File: config.mk
export PLATFORM = sky130hd
export DESIGN_NAME = grf_mp
export DESIGN_NICKNAME = d
export VERILOG_FILES = /design/src/rtl/grf_pkg.sv /design/src/rtl/grf_rd_port.sv /design/src/rtl/grf_mp.sv
export SDC_FILE = /design/constraint.sdc
export NUM_CORES = 2
export LEC_CHECK = 0
export CAP_MARGIN = 5
export CELL_PAD_IN_SITES_DETAIL_PLACEMENT = 0
export CELL_PAD_IN_SITES_GLOBAL_PLACEMENT = 1
export CORE_MARGIN = 2
export CORE_UTILIZATION = 35
export DETAILED_ROUTE_END_ITERATION = 7
export DONT_BUFFER_PORTS = 1
export MAX_ROUTING_LAYER = met4
export PLACE_DENSITY = 0.68
export SLEW_MARGIN = 20
export SYNTH_ARGS = -nofsm -noshare
export SYNTH_HDL_FRONTEND = slang
export SYNTH_HIERARCHICAL = 1
export SYNTH_SLANG_ARGS = --single-unit
File: constraint.sdc
create_clock -name clk -period 12.3 [get_ports clk]
set_input_delay 1.23 -clock clk [delete_from_list [all_inputs] [get_ports clk]]
set_output_delay 1.23 -clock clk [all_outputs]
set_load 0.02 [all_outputs]
File: src/rtl/grf_pkg.sv
// Shared constants for the multi-port general register file with busy scoreboard.
package grf_pkg;
    localparam int DW_DEF   = 32;
    localparam int AW_DEF   = 5;
    localparam int REG_ZERO = 0;
    localparam int NREG     = 2 ** AW_DEF;
endpackage

File: src/rtl/grf_rd_port.sv
// One combinational read port: optional write-to-read bypass plus busy lookup.
module grf_rd_port
    import grf_pkg::*;
#(
    parameter int DW     = DW_DEF,
    parameter int AW     = AW_DEF,
    parameter int BYPASS = 1
) (
    input  logic [AW-1:0]     addr,
    input  logic [DW-1:0]     regs [2**AW],
    input  logic [2**AW-1:0]  busy_vec,
    input  logic              we,
    input  logic [AW-1:0]     wa,
    input  logic [DW-1:0]     wd,
    output logic [DW-1:0]     data,
    output logic              busy
);

    always_comb begin
        data = regs[addr];
        busy = busy_vec[addr];
        if (BYPASS != 0 && we && wa == addr) begin
            data = wd;
            busy = 1'b0;
        end
        // Register 0 is hard-wired, independent of what storage holds.
        if (addr == AW'(REG_ZERO)) begin
            data = '0;
            busy = 1'b0;
        end
    end

endmodule

File: src/rtl/grf_mp.sv
// General register file with NRD read ports, per-register busy scoreboard and busy count.
module grf_mp
    import grf_pkg::*;
#(
    parameter int DW     = DW_DEF,
    parameter int AW     = AW_DEF,
    parameter int NRD    = 2,
    parameter int BYPASS = 1
) (
    input  logic              clk,
    input  logic              reset,
    input  logic [NRD*AW-1:0] rd_addr,
    output logic [NRD*DW-1:0] rd_data,
    output logic [NRD-1:0]    rd_busy,
    input  logic              we,
    input  logic [AW-1:0]     wa,
    input  logic [DW-1:0]     wd,
    input  logic              iss_en,
    input  logic [AW-1:0]     iss_addr,
    input  logic              flush,
    output logic [AW:0]       busy_cnt
);

    localparam int NREGS = 2 ** AW;

    logic [DW-1:0]    regs [NREGS];
    logic [NREGS-1:0] busy;
    logic [NREGS-1:0] busy_nxt;

    function automatic logic [AW:0] popcnt(input logic [NREGS-1:0] v);
        logic [AW:0] cnt;
        cnt = '0;
        for (int i = 0; i < NREGS; i++) begin
            cnt = cnt + (AW+1)'(v[i]);
        end
        return cnt;
    endfunction

    // Issue is applied after write so a same-cycle new producer keeps the register busy.
    always_comb begin
        busy_nxt = busy;
        if (flush) begin
            busy_nxt = '0;
        end else begin
            if (we && wa != AW'(REG_ZERO)) begin
                busy_nxt[wa] = 1'b0;
            end
            if (iss_en && iss_addr != AW'(REG_ZERO)) begin
                busy_nxt[iss_addr] = 1'b1;
            end
        end
    end

    always_ff @(posedge clk) begin
        if (reset) begin
            busy     <= '0;
            busy_cnt <= '0;
            for (int i = 0; i < NREGS; i++) begin
                regs[i] <= '0;
            end
        end else begin
            busy     <= busy_nxt;
            busy_cnt <= popcnt(busy_nxt);
            if (we && wa != AW'(REG_ZERO)) begin
                regs[wa] <= wd;
            end
        end
    end

    for (genvar g = 0; g < NRD; g++) begin : g_rd
        grf_rd_port #(
            .DW     (DW),
            .AW     (AW),
            .BYPASS (BYPASS)
        ) u_rd (
            .addr     (rd_addr[g*AW +: AW]),
            .regs     (regs),
            .busy_vec (busy),
            .we       (we),
            .wa       (wa),
            .wd       (wd),
            .data     (rd_data[g*DW +: DW]),
            .busy     (rd_busy[g])
        );
    end

endmodule

==> results.tsv <==
metric	value	unit
CTS tree	built	
Critical Path End Type	register	
largest net degree at the start of global routing	1073	
most used cell along the critical path	fa_1	
worst hold path class	register to register	
syn_area_per_cell	10.26	um^2
Setup TNS	0	ps
Starting DRT DRC Count	5450	
FF-to-FF End	busy_cnt[4]	
initial antenna violation count	3	
cell-internal power	5.695	mW
Clock Pin Slew Worst Setup and Hold Paths	70	ps
DR vias	47420	
Critical Path Source Type	input pin	
worst reg-to-reg setup slack	7170	ps
Clock Skews	12.87	ps
Critical-path top delay cell	nand2_4	
Seq cells post-synth	1062	
register share of total power	0.456	
hold_sp	regs[1001]	
htree depth	3	
Least-Margin Pin Slew	4622	ps
CP bufs+invs	3	
hold buffer count at CTS	0	
Worst-Skew Late Latency	730	ps
root buffer cell	clkbuf_16	
row count	151	
RSZ-0062 raised after global routing	false	
EDFF count, synth	0	
DIE AREA	173100	um^2
maximum vdd ir drop	0.1054	mV
Layout Cell Area excl Fill	63260	um^2
Net count, final	5379	
top cell type by total area after synthesis	dfxtp_1	
status	finished, violations left	
# IOs	129	
Initial Util	0.3514	
Area Growth Syn to Fin	6.458	%
drt first pass iters	6	
Bufs on Longest Clock Path	3	
vias per cell	6.237	
Mapped Cells	5793	
Routed WL	219.8	mm
Hold Path Stages	1	
sequential share of the synthesized area	0.3578	
Multi-input gate area	34830	um^2
first-pass GRT wire length	321.7	mm
placed cell area	59430	um^2
failing checks	slew limit	
clock network fraction of design power	0.462	
FFs w/ async S/R, synth	0	
post-CTS setup buffer count	0	
Num CTS Buffers	113	
synth warn	6	
Psw	1.940	mW
Placeable Area	169100	um^2
unique cell type count in the Yosys netlist	69	
Post-Syn Area	59420	um^2
Crit Path Max Fanout	34	
vias in the first global route	46370	
Antenna Nets Post-Route	0	
DR WL/cell	28.92	um
post_cts resized	0	
Die W	416.0	um
antenna cells	0	
leakage	24.72	nW
dominant synthesized flop cell	dfxtp_1	
fmax	0.1478	GHz
max_cap viols	0	
Seq. cell area	21260	um^2
hpwl dp	117.3	mm
Final Cycle Share	0.5501	
pwr dens	120.7	nW/um^2
WP data required	12950	ps
Layout fillers	16470	
Hold Fails Final Rpt	0	
R2R Path Start	busy[7]	
Worst R2R Path Depth	16	
Sink Count	1062	
GPL Wtd Cong	0.8344	
net count after synthesis	5881	
Period minus WS final	6766	ps
share of cells above drive strength 1	0.1423	
crit-path leading delay family	adder cells	
Hold EP	regs[1001]	
Pwr Total	7.635	mW
CP Cell Sequence	nor2b_4, nand2_4, a32o_1, fa_1, inv_1, fa_1, fa_1, fa_1, fa_1, inv_1, fa_1, ha_1, inv_1, fa_1, nand2b_1, a21oi_1, mux2i_1	
switching portion of total power	0.2541	
Max-Slew Margin vs Limit	-2.081	
top cell type's share of synthesized area	0.3578	
Crit path largest cell delay	740	ps
crit path kind	input pin to register	
setup violators final	0	
main area contributors after synthesis	dfxtp_1 36%, mux4_2 15%, mux2i_1 14%	
GRT Overall Usage	0.2518	
grt ovf	0	
Slew Limit Fails	826	
DRC violation count after routing	0	
die height	416.0	um
Worst Hold Slack	479.7	ps
Comb power frac	0.082	
Worst EP arrival	7420	ps
IO Port Bufs	0	
==> sequential cells by signal, summed over array words and instances (netlist names) <==
signal,count
regs,1024
busy,32
busy_cnt,6
==> worst max-delay path by stage <==
stage	end	from	depth (start not counted)	slack, ps
2_1_floorplan	busy_cnt[4]	wa[2]	20	5910
3_3_place_gp	busy_cnt[4]	wa[0]	17	4890
3_5_place_dp	busy_cnt[4]	wa[0]	17	4810
4_1_cts	busy_cnt[4]	wa[0]	17	5530
5_1_grt	busy_cnt[4]	wa[0]	17	5360
6_report	busy_cnt[4]	wa[0]	17	5530
==> synth_stat cells, drive strengths merged, types with 56 or more instances <==
cell type  count
buf          365
mux2i        847
nand2         92
a221o         66
nand3        402
a22oi         70
mux2          56
dfxtp       1062
o21ai        428
nor2b         69
clkbuf       316
a221oi        74
mux4         392
a21oi        440
nand2b       652
==> layout by cell type (no fill, tap or decap), drive strengths merged, types with 8 or more instances in the layout <==
cell type,n
or2,8
dfxtp,1062
clkbuf,169
a221o,66
a21oi,440
a221oi,74
clkinv,28
a22oi,70
a211oi,32
mux2,56
a31oi,16
fa,24
buf,64
a32o,37
a32oi,15
nor3,21
mux4,392
and2,11
nand3,402
a22o,28
nand2,92
nor2,46
nand2b,652
o21bai,28
o22ai,50
xnor2,10
o21ai,428
mux2i,847
nor2b,69
o221ai,26
inv,34
==> power by group through the flow <==
stage / clock, mW / combinational (mW) / sequential [mW]
2_1_floorplan: 0 / 0.555 / 3.55
3_3_place_gp: 0 / 0.576 / 3.56
3_5_place_dp: 0 / 0.578 / 3.56
4_1_cts: 3.57 / 0.579 / 3.48
5_1_grt: 3.70 / 0.631 / 3.48
6_report: 3.53 / 0.627 / 3.48
==> per-layer routing <==
metal,global-route usage,part of all wire
met3,0.02919,0.067
met1,0.3216,0.41
met2,0.3985,0.47
met5,-,0
met4,0.1185,0.051
==> area by class of cell <==
cell class / instances / area share
multi-input combinational: 4020 / 0.5506
clock buffer: 169 / 0.05327
timing repair buffer: 64 / 0.008347
inverter: 30 / 0.001780
tap: 2218 / 0.04387
clock inverter: 39 / 0.006013
sequential: 1062 / 0.3361
==> stage by stage <==
step,worst slack (ps),std cells,util
floorplan,5914,5793,-
global placement,4889,7391,0.3514
detailed placement,4807,7391,0.3515
CTS,5533,7599,0.3736
global route,5364,7602,0.3741
finish,5534,7602,0.3741
==> kinds of logic after synthesis <==
family / after synthesis / share of synthesized area
xor+xnor: 11 / 0.001874
mux: 1295 / 0.3019
compound gates: 1333 / 0.1385
simple gates: 1350 / 0.1304
buf+inv: 711 / 0.06001
fa+ha+maj: 31 / 0.009560
flops: 1062 / 0.3578
Note: power is estimated with default switching activity, not from simulation.
